===== src/rtl/exanet_vc_pkg.sv =====
// Shared state type and sizing helpers for the per-input VC arbiter.
package exanet_vc_pkg;

    typedef enum logic [1:0] {IDLE, REQ, GRANTED} arb_state_t;

    function automatic int unsigned calc_vcs(int unsigned vc_num, int unsigned prio_num);
        return vc_num * prio_num;
    endfunction

    function automatic int unsigned calc_vcw(int unsigned vcs);
        return (vcs > 1) ? $clog2(vcs) : 1;
    endfunction

endpackage


===== src/rtl/rr_arbiter.sv =====
// Round-robin arbiter: lowest request at or above the pointer wins, else lowest overall.
module rr_arbiter #(
    parameter int unsigned N = 4,
    localparam int unsigned W = (N > 1) ? $clog2(N) : 1
) (
    input  logic [N-1:0] req,
    input  logic [W-1:0] ptr,
    output logic [N-1:0] gnt,
    output logic [W-1:0] idx
);

    logic [N-1:0] mask;
    logic [N-1:0] masked;
    logic [N-1:0] sel;
    logic         found;

    always_comb begin
        for (int i = 0; i < N; i++) begin
            mask[i] = (i >= int'(ptr));
        end
        masked = req & mask;
        // Fall back to the unmasked vector when nothing sits at or above the pointer.
        sel = (|masked) ? masked : req;
        gnt = '0;
        idx = '0;
        found = 1'b0;
        for (int i = 0; i < N; i++) begin
            if (sel[i] && !found) begin
                gnt[i] = 1'b1;
                idx = W'(i);
                found = 1'b1;
            end
        end
    end

endmodule


===== src/rtl/input_vc_arbiter.sv =====
// Packet-granular input VC arbiter; INPUT_ARB_STRICT_PRIO_EN selects strict priority
// between classes, otherwise flat round-robin over all VCs.
module input_vc_arbiter
    import exanet_vc_pkg::*;
#(
    parameter int unsigned vc_num = 3,
    parameter int unsigned prio_num = 2,
    parameter int unsigned output_num = 8,
    localparam int unsigned VCS = calc_vcs(vc_num, prio_num),
    localparam int unsigned VCW = calc_vcw(VCS)
) (
    input  logic                             clk,
    input  logic                             resetn,
    input  logic [VCS-1:0]                   i_has_packet,
    input  logic [VCS-1:0][output_num-1:0]   i_dest,
    input  logic [VCS-1:0][VCW-1:0]          i_output_vc,
    input  logic                             cts,
    input  logic                             last,
    output logic [output_num-1:0]            o_req,
    output logic [VCW-1:0]                   o_selected_vc,
    output logic [VCW-1:0]                   o_output_vc,
    output logic                             o_granted
);

    arb_state_t     state_q;
    logic [VCS-1:0] eligible;
    logic           win_valid;
    logic [VCW-1:0] win_idx;

    always_comb begin
        for (int i = 0; i < VCS; i++) begin
            eligible[i] = i_has_packet[i] & (|i_dest[i]);
        end
    end

`ifdef INPUT_ARB_STRICT_PRIO_EN
    localparam int unsigned CW = (vc_num > 1) ? $clog2(vc_num) : 1;

    logic [prio_num-1:0][CW-1:0]     cls_ptr_q;
    logic [prio_num-1:0][CW-1:0]     cls_idx;
    logic [prio_num-1:0][vc_num-1:0] cls_gnt;
    int unsigned                     sel_cls;
    int unsigned                     sel_loc;

    for (genvar p = 0; p < prio_num; p++) begin : g_cls
        rr_arbiter #(
            .N (vc_num)
        ) u_rr (
            .req (eligible[p*vc_num +: vc_num]),
            .ptr (cls_ptr_q[p]),
            .gnt (cls_gnt[p]),
            .idx (cls_idx[p])
        );
    end

    // Higher class index overrides lower, so the last valid class in the loop wins.
    always_comb begin
        win_valid = 1'b0;
        win_idx = '0;
        for (int p = 0; p < prio_num; p++) begin
            if (|cls_gnt[p]) begin
                win_valid = 1'b1;
                win_idx = VCW'(p * vc_num) + VCW'(cls_idx[p]);
            end
        end
        sel_cls = 32'(o_selected_vc) / vc_num;
        sel_loc = 32'(o_selected_vc) % vc_num;
    end
`else
    logic [VCS-1:0] gnt;
    logic [VCW-1:0] ptr_q;

    rr_arbiter #(
        .N (VCS)
    ) u_rr (
        .req (eligible),
        .ptr (ptr_q),
        .gnt (gnt),
        .idx (win_idx)
    );

    assign win_valid = |gnt;
`endif

    always_ff @(posedge clk or negedge resetn) begin
        if (!resetn) begin
            state_q       <= IDLE;
            o_req         <= '0;
            o_selected_vc <= '0;
            o_output_vc   <= '0;
            o_granted     <= 1'b0;
`ifdef INPUT_ARB_STRICT_PRIO_EN
            cls_ptr_q     <= '0;
`else
            ptr_q         <= '0;
`endif
        end else begin
            unique case (state_q)
                IDLE: begin
                    if (win_valid) begin
                        state_q       <= REQ;
                        o_req         <= i_dest[win_idx];
                        o_selected_vc <= win_idx;
                        o_output_vc   <= i_output_vc[win_idx];
                    end
                end
                REQ: begin
                    // A last arriving with cts belongs to no granted packet and is dropped.
                    if (cts) begin
                        state_q   <= GRANTED;
                        o_granted <= 1'b1;
                    end else if (!i_has_packet[o_selected_vc]) begin
                        state_q       <= IDLE;
                        o_req         <= '0;
                        o_selected_vc <= '0;
                        o_output_vc   <= '0;
                    end
                end
                GRANTED: begin
                    if (last) begin
                        state_q       <= IDLE;
                        o_req         <= '0;
                        o_selected_vc <= '0;
                        o_output_vc   <= '0;
                        o_granted     <= 1'b0;
`ifdef INPUT_ARB_STRICT_PRIO_EN
                        for (int unsigned p = 0; p < prio_num; p++) begin
                            if (sel_cls == p) begin
                                cls_ptr_q[p] <= (sel_loc == vc_num - 1) ? '0 : CW'(sel_loc + 1);
                            end
                        end
`else
                        ptr_q <= (o_selected_vc == VCW'(VCS - 1)) ? '0
                                                                  : o_selected_vc + VCW'(1);
`endif
                    end
                end
                default: state_q <= IDLE;
            endcase
        end
    end

endmodule


===== config.mk =====
export PLATFORM = sky130hd
export DESIGN_NAME = input_vc_arbiter
export DESIGN_NICKNAME = d
export VERILOG_FILES = /design/src/rtl/exanet_vc_pkg.sv /design/src/rtl/rr_arbiter.sv /design/src/rtl/input_vc_arbiter.sv
export SDC_FILE = /design/constraint.sdc
export NUM_CORES = 1
export LEC_CHECK = 0
export CORE_MARGIN = 3
export CORE_UTILIZATION = 30
export CTS_CLUSTER_DIAMETER = 50
export DETAILED_ROUTE_END_ITERATION = 7
export PLACE_DENSITY = 0.7
export SKIP_CTS_REPAIR_TIMING = 1
export SLEW_MARGIN = 0
export SYNTH_ARGS = -nofsm -noshare
export SYNTH_HDL_FRONTEND = slang
export SYNTH_HIERARCHICAL = 1
export SYNTH_SLANG_ARGS = --single-unit
export TNS_END_PERCENT = 5

===== constraint.sdc =====
create_clock -name clk -period 3.3 [get_ports clk]
set_clock_uncertainty 0.05 [all_clocks]
set_input_delay 0.495 -clock clk [delete_from_list [all_inputs] [get_ports clk]]
set_output_delay 0.495 -clock clk [all_outputs]
set_load 0.02 [all_outputs]

=== After elaboration in Yosys (flattened, before gate mapping) ===
Cells that the tools add are included.

* Input bits: 76
* Output and inout bits: 15
* Word-level logic and storage cells: 99
* Bits in registers: 20

* Bitwise gates (word level): 7
* Equal/unequal tests: 9
* $add $sub $neg: 1
* Magnitude comparators: 8
* Multiplexer cells: 43
* Reduce and logical (&&, ||, !) cells: 25

{| class="wikitable"
|+ Operators with widths
! cell !! count
|-
| $reduce_or 8->1 || 6
|-
| $mux 8 || 5
|-
| $mux 3 || 9
|-
| $bmux 8 s3 || 1
|-
| $pmux 8 s3 || 1
|-
| $pmux 3 s3 || 2
|-
| $mux 1 || 14
|-
| $mux 2 || 6
|-
| $reduce_or 6->1 || 2
|-
| $ne 2x2->1 const B || 5
|-
| $bmux 3 s3 || 1
|-
| $lt 3x4->1 const B || 2
|-
| $and 1x1->1 || 6
|-
| $and 6x6->6 || 1
|-
| $ge 1x3->1 const A || 2
|-
| $ge 2x3->1 const A || 2
|-
| $ge 3x3->1 const A || 2
|-
| $mux 6 || 1
|-
| $pmux 2 s3 || 1
|-
| $reduce_and 3->1 || 2
|-
| $logic_and 1x1->1 || 5
|-
| $logic_not 1->1 || 5
|-
| $reduce_and 5->1 || 1
|-
| $add 3x1->3 const B || 1
|-
| 10 further kinds || 10
|}

=== Logic depth before layout (Yosys ltp) ===
Gate-level depths: netlist of run 1.

* Word-level depth: 25
* Gate-level depth with buffers: 14
* Depth with buffers taken out: 11

=== Modules after synthesis ===
The synthesis of run 1 kept the hierarchy.

{| class="wikitable"
|+ Modules (own cells, without submodules)
! module !! instances !! area each (um2) !! seq. area each (um2) !! cells an instance
|-
| input_vc_arbiter || 1 || 1746.7 || 500.5 || 162
|-
| rr_arbiter || 1 || 265.3 || 0.0 || 41
|}

=== Worst setup path before layout of run 1 ===
OpenSTA, ideal clock, no wires.

* Kind: input-to-reg
* From: input port i_dest[34] (netlist bit)
* To: register o_req[0]
* Data arrival time: 2962 ps
* Setup time: 122 ps
* Data required time: 3128 ps
* Buffers on the path: 3
* Cell stages on the path: 13
* Setup slack: 166 ps
* Path through: nor4_1 a21boi_0 or3_4 o21ai_2 nand3_1 a21oi_1 o21bai_1 buf_4 buf_6 buf_4 mux2i_1 o221ai_1 a32o_1

* Elaborated cells on any way between the ends: 37
* Classes of those cells: eq/ne: 1; mux: 20; bitwise: 2; reduce/logical: 14

{| class="wikitable"
|+ RTL lines
! what !! line !! text
|-
| from (decl) || input_vc_arbiter.sv:15 || <nowiki>input logic [VCS-1:0][output_num-1:0] i_dest,</nowiki>
|-
| $reduce_or 8->1 (*) || input_vc_arbiter.sv:32 || <nowiki>eligible[i] = i_has_packet[i] & (|i_dest[i]);</nowiki>
|-
| $and 1x1->1 (*) || input_vc_arbiter.sv:32 ||
|-
| via eligible[4] || input_vc_arbiter.sv:26 || <nowiki>logic [VCS-1:0] eligible;</nowiki>
|-
| $and 6x6->6 (*) || rr_arbiter.sv:21 || <nowiki>masked = req & mask;</nowiki>
|-
| $reduce_or 6->1 (*) || rr_arbiter.sv:23 || <nowiki>sel = (|masked) ? masked : req;</nowiki>
|-
| $mux 6 (*) || rr_arbiter.sv:23 ||
|-
| $mux 1 || rr_arbiter.sv:28 || <nowiki>if (sel[i] && !found) begin</nowiki>
|-
| $logic_not 1->1 || rr_arbiter.sv:28 ||
|-
| $logic_and 1x1->1 (*) || rr_arbiter.sv:28 ||
|-
| $mux 1 (*) || rr_arbiter.sv:28 ||
|-
| via gnt[1] || input_vc_arbiter.sv:70 || <nowiki>logic [VCS-1:0] gnt;</nowiki>
|-
| $reduce_or 6->1 (*) || input_vc_arbiter.sv:82 || <nowiki>assign win_valid = |gnt;</nowiki>
|-
| $ne 2x2->1 (no source line) (*) || -- ||
|-
| $reduce_and 5->1 (no source line) (*) || -- ||
|-
| to (signal assigned) || input_vc_arbiter.sv:102 || <nowiki>o_req <= i_dest[win_idx];</nowiki>
|-
| to (decl) || input_vc_arbiter.sv:19 || <nowiki>output logic [output_num-1:0] o_req,</nowiki>
|}

The timed path passes the listed nets; every way through them passes the cells marked *. The select of a mux whose other input is x is not followed.
A chain may end at the register's enable or synchronous reset.

=== Worst setup path after layout of run 1 ===
* From: input port i_dest[44] (netlist bit)
* To: register o_req[1]

* Cells in the longest elaborated chain, start to end: 25
* Elaborated cells on any way between the ends: 37
* Classes of those cells: eq/ne: 1; mux: 20; bitwise: 2; reduce/logical: 14

{| class="wikitable"
|+ RTL lines
! what !! line !! text
|-
| $reduce_or 8->1 (*) || input_vc_arbiter.sv:32 ||
|-
| $and 1x1->1 (*) || input_vc_arbiter.sv:32 ||
|-
| via eligible[5] || input_vc_arbiter.sv:26 ||
|-
| $and 6x6->6 || rr_arbiter.sv:21 ||
|-
| $reduce_or 6->1 || rr_arbiter.sv:23 ||
|-
| $mux 6 (*) || rr_arbiter.sv:23 ||
|-
| $mux 1 || rr_arbiter.sv:28 ||
|-
| $logic_not 1->1 || rr_arbiter.sv:28 ||
|-
| [11 not listed] || -- ||
|-
| $logic_not 1->1 || rr_arbiter.sv:28 ||
|-
| $logic_and 1x1->1 || rr_arbiter.sv:28 ||
|-
| $mux 3 (*) || rr_arbiter.sv:28 ||
|-
| via win_idx[0] || input_vc_arbiter.sv:28 || <nowiki>logic [VCW-1:0] win_idx;</nowiki>
|-
| $bmux 8 s3 (*) || input_vc_arbiter.sv:102 ||
|-
| $mux 8 (not written as such) (*) || input_vc_arbiter.sv:102 ||
|-
| $mux 8 (*) || input_vc_arbiter.sv:100 || <nowiki>if (win_valid) begin</nowiki>
|-
| $pmux 8 s3 (*) || input_vc_arbiter.sv:98 || <nowiki>unique case (state_q)</nowiki>
|}

Marked as above.

==> results.txt, run 1 <==
Status = complete, no violations
Cells after synthesis = 203
Power Dens Cells = 716.7 mW/mm²
Residual DRC = 0
Minimum clock period = 3265 ps
CTS Buf Count = 3
GRT overflow = 0
Most common cell in the synthesized netlist = mux2i_1
Die width = 87.89 µm
ANT nets after route = 0
CP Capture Type = flop
HP Class = flop to flop
DRT iter0 DRCs = 66
Initial antenna violation count = 0
Design Area, Final = 0.003607 mm²
Pre-antenna DRT Iters = 4
Endpoints failing setup = 0
Buffers on Ports = 90
Clk buf depth = 2
GPL Wtd Cong = 0.8518
Post-synthesis sequential area ratio = 0.2488
Detailed-route wire length = 7203 µm
Max Cap Viol = 0
Wire per inst = 17.83 µm
Num ports = 91
Row count = 29
Clk_lat worst skew = 260 ps
Synth warnings = 6
VDD IR max = 0.3795 mV
Crit-path max FO = 8
Synth area leader = dfrtp_1
Number of flops mapped to enable cells by yosys = 0
Synth cell count leaders = mux2i_1, dfrtp_1, nor4_1
Synth Register Bits = 20
Vias in the first global route = 2175
Die ar. = 0.007725 mm²
HPWL after DPL = 5701 µm
Post-synth ARST share = 1.000
Vias/cell = 5.386
Fin. max-slew vios = 0
Post-Syn Nets = 283
Starting Density = 0.3133
Slew margin rel. = 0.3948
Yosys top cell area share = 0.2488
CP startpoint kind = input port
Area after DPL = 0.003207 mm²
Cell area after synthesis = 0.002012 mm²
Period utilization = 0.9894
Synth cell types = 50
Share of layout cells above drive strength 1 = 0.2966
CTS tree = done
Placed insts = 395
P_leak = 1.658 nW
Fin cells = 404
CTS clk-pin slew, worst paths = 80 ps
Root Driver = clkbuf_8
Final #Nets = 408
Req. time, crit path = 3450 ps
Ant diodes = 0
Die height = 87.89 µm
Core box area = 0.006422 mm²
Total global-route track usage = 0.1716
Clk sinks = 20
F_max = 306.3 MHz
Worst slew pin tran = 904.9 ps
CP Class = input port to flop
WP data arrival = 3410 ps
Synth Flop Type = dfrtp_1
Largest net degree at the start of global routing = 21
Cells taking the most area after synthesis = dfrtp_1, mux2i_1, a32o_1
Fin. Hold Viols = 0
Syn avg cell area = 9.911 µm²
First-pass GRT wire length = 10410 µm
Area Overhead vs Synth = 79.29%
H-Tree Level Count = 1
Vias = 2176
RSZ-0062 raised after global routing = yes
[area by class of cell]
type,count,area [µm²]
fillers,562,2815
multi-input cells,165,1564
repair buffers,133,1356
flip-flops and latches,20,500.5
well taps,77,96.34
clock buffers,3,41.29
clock inverters,1,30.03
inverters,5,18.77
[power breakdown]
part           total, W  leakage (nW)  switching (W)  internal (W)
Clock          0.000244        0.0357      0.0000823      0.000162
Sequential     0.000438         0.257      0.0000960      0.000342
Combinational   0.00190          1.37       0.000875       0.00103
Total           0.00259          1.66        0.00105       0.00153
[cells in the final DEF (no fill, tap or decap), types with 2 or more instances in the layout]
| cell type | synthesis | layout |
|---|---|---|
| mux2_2 | 4 | 2 |
| o21ai_0 | 7 | 7 |
| buf_6 | 5 | 4 |
| mux2i_1 | 37 | 36 |
| ha_1 | 4 | 4 |
| nand2_1 | 4 | 4 |
| mux2_4 | 2 | 4 |
| a21boi_1 | 0 | 2 |
| o221ai_1 | 11 | 4 |
| buf_12 | 0 | 3 |
| clkdlybuf4s50_1 | 0 | 67 |
| o21a_1 | 2 | 2 |
| or2_2 | 2 | 2 |
| nand2b_1 | 3 | 3 |
| or3_1 | 11 | 11 |
| a22o_1 | 2 | 2 |
| a21oi_2 | 1 | 2 |
| buf_4 | 3 | 33 |
| a21boi_2 | 0 | 3 |
| clkbuf_8 | 0 | 3 |
| o21ai_2 | 3 | 2 |
| o221ai_2 | 0 | 7 |
| nor4_2 | 0 | 8 |
| nand3_1 | 2 | 2 |
| a32o_1 | 11 | 11 |
| nor2_1 | 6 | 6 |
| and2b_2 | 2 | 2 |
| a21boi_0 | 7 | 2 |
| nor4_1 | 12 | 4 |
| dlymetal6s2s_1 | 1 | 23 |
| dfrtp_1 | 20 | 20 |
| nor2b_1 | 7 | 6 |
| inv_1 | 5 | 5 |
| buf_8 | 0 | 3 |
[per-stage QoR]
step / total power, W / util / hold WS (ps) / worst slack (ps) / setup TNS, ps
3_3_place_gp: 0.002069 / 0.4993 / 425.6 / -449.8 / -6449
4_1_cts: 0.002345 / 0.5104 / 449.2 / -250.9 / -3249
5_1_grt: 0.002754 / 0.5617 / 451.6 / -85.74 / -816.2
6_report: 0.002585 / 0.5617 / 442.2 / 34.99 / 0
2_1_floorplan: 0.001537 / - / 149.4 / 166.3 / 0
3_5_place_dp: 0.002094 / 0.4993 / 431.1 / -515.4 / -7451
[final timing paths]
path / from / endpoint / slack [ps] / cells after the start
worst max-delay path: i_dest[44] / o_req[1] / 30 / 14
worst min-delay path: o_req[3] / o_req[3] / 440 / 1
worst max register to register: ptr_q[1] / o_req[1] / 480 / 11
worst min register to register: o_req[3] / o_req[3] / 440 / 1
max in group asynchronous: resetn / ptr_q[2] / 1950 / 1
min in group asynchronous: resetn / o_req[3] / 690 / 1
[logic make-up (layout without fill, tap and decap cells)]
kind of cell | count (synthesis) | in the layout | share of synthesized area
and+or+nand+nor | 65 | 65 | 0.2127
DFF | 20 | 20 | 0.2488
muxes | 43 | 43 | 0.2214
AOI/OAI and AO/OA | 53 | 53 | 0.2276
buffers and inverters | 18 | 142 | 0.06467
adders and majority gates | 4 | 4 | 0.02488
[metal layers]
layer	up-vias	GRT usage	share of wire	wire, µm
li1	1052	-	-	-
met1	1046	0.2067	0.41	2943
met2	72	0.3171	0.52	3712
met3	6	0.03575	0.065	468
met4	0	0.02789	0.011	78
met5	-	0	0	0
[state kept, by name, indices dropped and copies added (netlist names)]
register and cells:
o_req 8, o_output_vc 3, o_selected_vc 3, ptr_q 3
state_q 2, o_granted 1
[worst max-delay path, stage by stage]
cell and delay, ps:
clkdlybuf4s50_1 450, nor4_2 240, a21boi_2 110, or3_4 380, nor2b_4 150, o21ai_2 160, a41o_4 290, o21bai_4 100
buf_12 150, buf_8 130, mux2i_1 120, or3_1 340, o221ai_1 110, a32o_1 200
Note: power is estimated with default switching activity, not from simulation.
==> inputs of run 2 (changes only) <==
--- a/config.mk
+++ b/config.mk
@@ -11,9 +11,8 @@
 export DETAILED_ROUTE_END_ITERATION = 7
 export PLACE_DENSITY = 0.7
 export SKIP_CTS_REPAIR_TIMING = 1
-export SLEW_MARGIN = 0
+export SLEW_MARGIN = 20
 export SYNTH_ARGS = -nofsm -noshare
 export SYNTH_HDL_FRONTEND = slang
 export SYNTH_HIERARCHICAL = 1
 export SYNTH_SLANG_ARGS = --single-unit
-export TNS_END_PERCENT = 5
==> run 2 against run 1 <==
Compared with the run above: count of clock-buffer cells in the layout is the same; hold slack hardly changed; non-clock buffer count unchanged; combinational power about the same; die area is the same; utilization down 0.059 points; first-iteration DRC count rose by 36%; cell count unchanged.
==> results.txt, run 2 (same netlist as run 1, synthesis figures left out) <==
Period utilization = 0.9969 (was 0.9894)
CP Class = input port to flop (unchanged)
Vias/cell = 5.436 (was 5.386)
Max reg flops = 8 (unchanged)
Vias in the first global route = 2175 (unchanged)
Crit-path max FO = 5 (was 8)
Initial antenna violation count = 0 (unchanged)
HP Class = flop to flop (unchanged)
Most frequent cells in the layout = clkdlybuf4s50_1, mux2i_1, buf_4 (unchanged)
DRT iter0 DRCs = 90 (was 66)
Clk_lat worst skew = 260 ps (about the same)
Req. time, crit path = 3400 ps (was 3450 ps)
Clk sinks = 20 (unchanged)
Share of layout cells above drive strength 1 = 0.2966 (unchanged)
Wire per inst = 17.98 µm (was 17.83 µm)
CP startpoint kind = input port (unchanged)
Detailed-route wire length = 7264 µm (was 7203 µm)
WP data arrival = 3390 ps (was 3410 ps)
CP cell instances = clkdlybuf4s50_1 > nor4_2 > a21boi_2 > or3_4 > o21ai_2 > nand3_1 > a21oi_2 > o21bai_4 > buf_8 > clkbuf_4 > mux2i_1 > o221ai_1 > a32o_1 (was clkdlybuf4s50_1 > nor4_2 > a21boi_2 > or3_4 > nor2b_4 > o21ai_2 > a41o_4 > o21bai_4 > buf_12 > buf_8 > mux2i_1 > or3_1 > o221ai_1 > a32o_1)
Power Dens Cells = 715.7 mW/mm² (was 716.7 mW/mm²)
CTS tree = done (unchanged)
Critical Path Slowest Stage Cell = clkdlybuf4s50_1 (unchanged)
GPL Wtd Cong = 0.8518 (unchanged)
Residual DRC = 0 (unchanged)
Die ar. = 0.007725 mm² (unchanged)
Ant diodes = 0 (unchanged)
Root Driver = clkbuf_8 (unchanged)
H-Tree Level Count = 1 (unchanged)
Die height = 87.89 µm (unchanged)
Fin. max-slew vios = 0 (unchanged)
P_leak = 1.657 nW (was 1.658 nW)
CTS Buf Count = 3 (unchanged)
Pre-antenna DRT Iters = 5 (was 4)
Largest net degree at the start of global routing = 21 (unchanged)
Die width = 87.89 µm (unchanged)
Total global-route track usage = 0.1716 (unchanged)
Worst slew pin tran = 908.7 ps (was 904.9 ps)
GRT overflow = 0 (unchanged)
Status = complete, no violations (unchanged)
Core box area = 0.006422 mm² (unchanged)
Endpoints failing setup = 0 (unchanged)
Buffers on Ports = 90 (unchanged)
First-pass GRT wire length = 10410 µm (unchanged)
Final #Nets = 408 (unchanged)
VDD IR max = 0.3697 mV (was 0.3795 mV)
ANT nets after route = 0 (unchanged)
Minimum clock period = 3290 ps (was 3265 ps)
HPWL after DPL = 5701 µm (unchanged)
CTS clk-pin slew, worst paths = 80 ps (about the same)
Starting Density = 0.3133 (unchanged)
Worst hold slack = 442.3 ps (was 442.2 ps)
Slew margin rel. = 0.3923 (was 0.3948)
Clk buf depth = 2 (unchanged)
Design Area, Final = 0.003603 mm² (was 0.003607 mm²)
Most flops, register = o_req (unchanged)
Max Cap Viol = 0 (unchanged)
Area Overhead vs Synth = 79.10% (was 79.29%)
Delay of the slowest cell on the worst path = 450 ps (about the same)
Vias = 2196 (was 2176)
F_max = 304.0 MHz (was 306.3 MHz)
CP Capture Type = flop (unchanged)
Area after DPL = 0.003207 mm² (unchanged)
Row count = 29 (unchanged)
Leading cell type in the layout, fill and taps excluded = clkdlybuf4s50_1 (unchanged)
Num ports = 91 (unchanged)
Fin. Hold Viols = 0 (unchanged)
## run 2: layout make-up
cell class	instances	area, µm²
Fill cell	568	2819
Sequential cell	20	500.5
Multi-Input combinational cell	165	1564
Clock buffer	3	41.29
Tap cell	77	96.34
Clock inverter	1	30.03
Inverter	5	18.77
Timing Repair Buffer	133	1353
## run 2: critical path, delay by kind of cell
| family | cells | cell delay [ps] |
|---|---|---|
| compound gates | 6 | 1120 |
| buf+inv | 3 | 770 |
| simple gates | 3 | 730 |
| mux | 1 | 270 |
## run 2: layer usage
metal / share of wire / up-vias / wire length (µm) / GRT usage
li1: - / 1054 / - / -
met1: 0.40 / 1062 / 2871 / 0.2067
met2: 0.52 / 74 / 3809 / 0.3171
met3: 0.073 / 6 / 529 / 0.03575
met4: 0.0074 / 0 / 54 / 0.02789
met5: 0 / - / 0 / 0
## run 2: final timing paths
kind	start	endpoint	slack, ps	cells after the start
hold reg to reg	o_req[3]	o_req[3]	440	1
setup / recovery	i_dest[44]	o_req[1]	10	13
setup reg to reg	ptr_q[1]	o_req[1]	550	10
min in group asynchronous	resetn	o_req[3]	690	1
max in group asynchronous	resetn	ptr_q[2]	1950	1
hold / removal	o_req[3]	o_req[3]	440	1
## run 2: report_power, final
group	internal (W)	switching [W]
Combinational	0.00102	0.000873
Clock	0.000162	0.0000825
Sequential	0.000342	0.0000975
## run 2: stage by stage
stage / utilization / setup slack, ps / power, W / TNS (ps) / instances
after detailed placement: 0.4993 / -515.4 / 0.002094 / -7451 / 395
after CTS: 0.5104 / -250.9 / 0.002345 / -3249 / 399
final: 0.5611 / 10.34 / 0.002579 / 0 / 404
after global routing: 0.5611 / -84.50 / 0.002741 / -823.3 / 404
after floorplan: - / 166.3 / 0.001537 / 0 / 203
after global placement: 0.4993 / -449.8 / 0.002069 / -6449 / 395
==> inputs of run 3 (changes only) <==
--- a/config.mk
+++ b/config.mk
@@ -5,6 +5,7 @@
 export SDC_FILE = /design/constraint.sdc
 export NUM_CORES = 1
 export LEC_CHECK = 0
+export ABC_CLOCK_PERIOD_IN_PS = 3300
 export CORE_MARGIN = 3
 export CORE_UTILIZATION = 30
 export CTS_CLUSTER_DIAMETER = 50
==> results of run 3 <==
Final layout, timing and power as in run 2 (identical DEF).
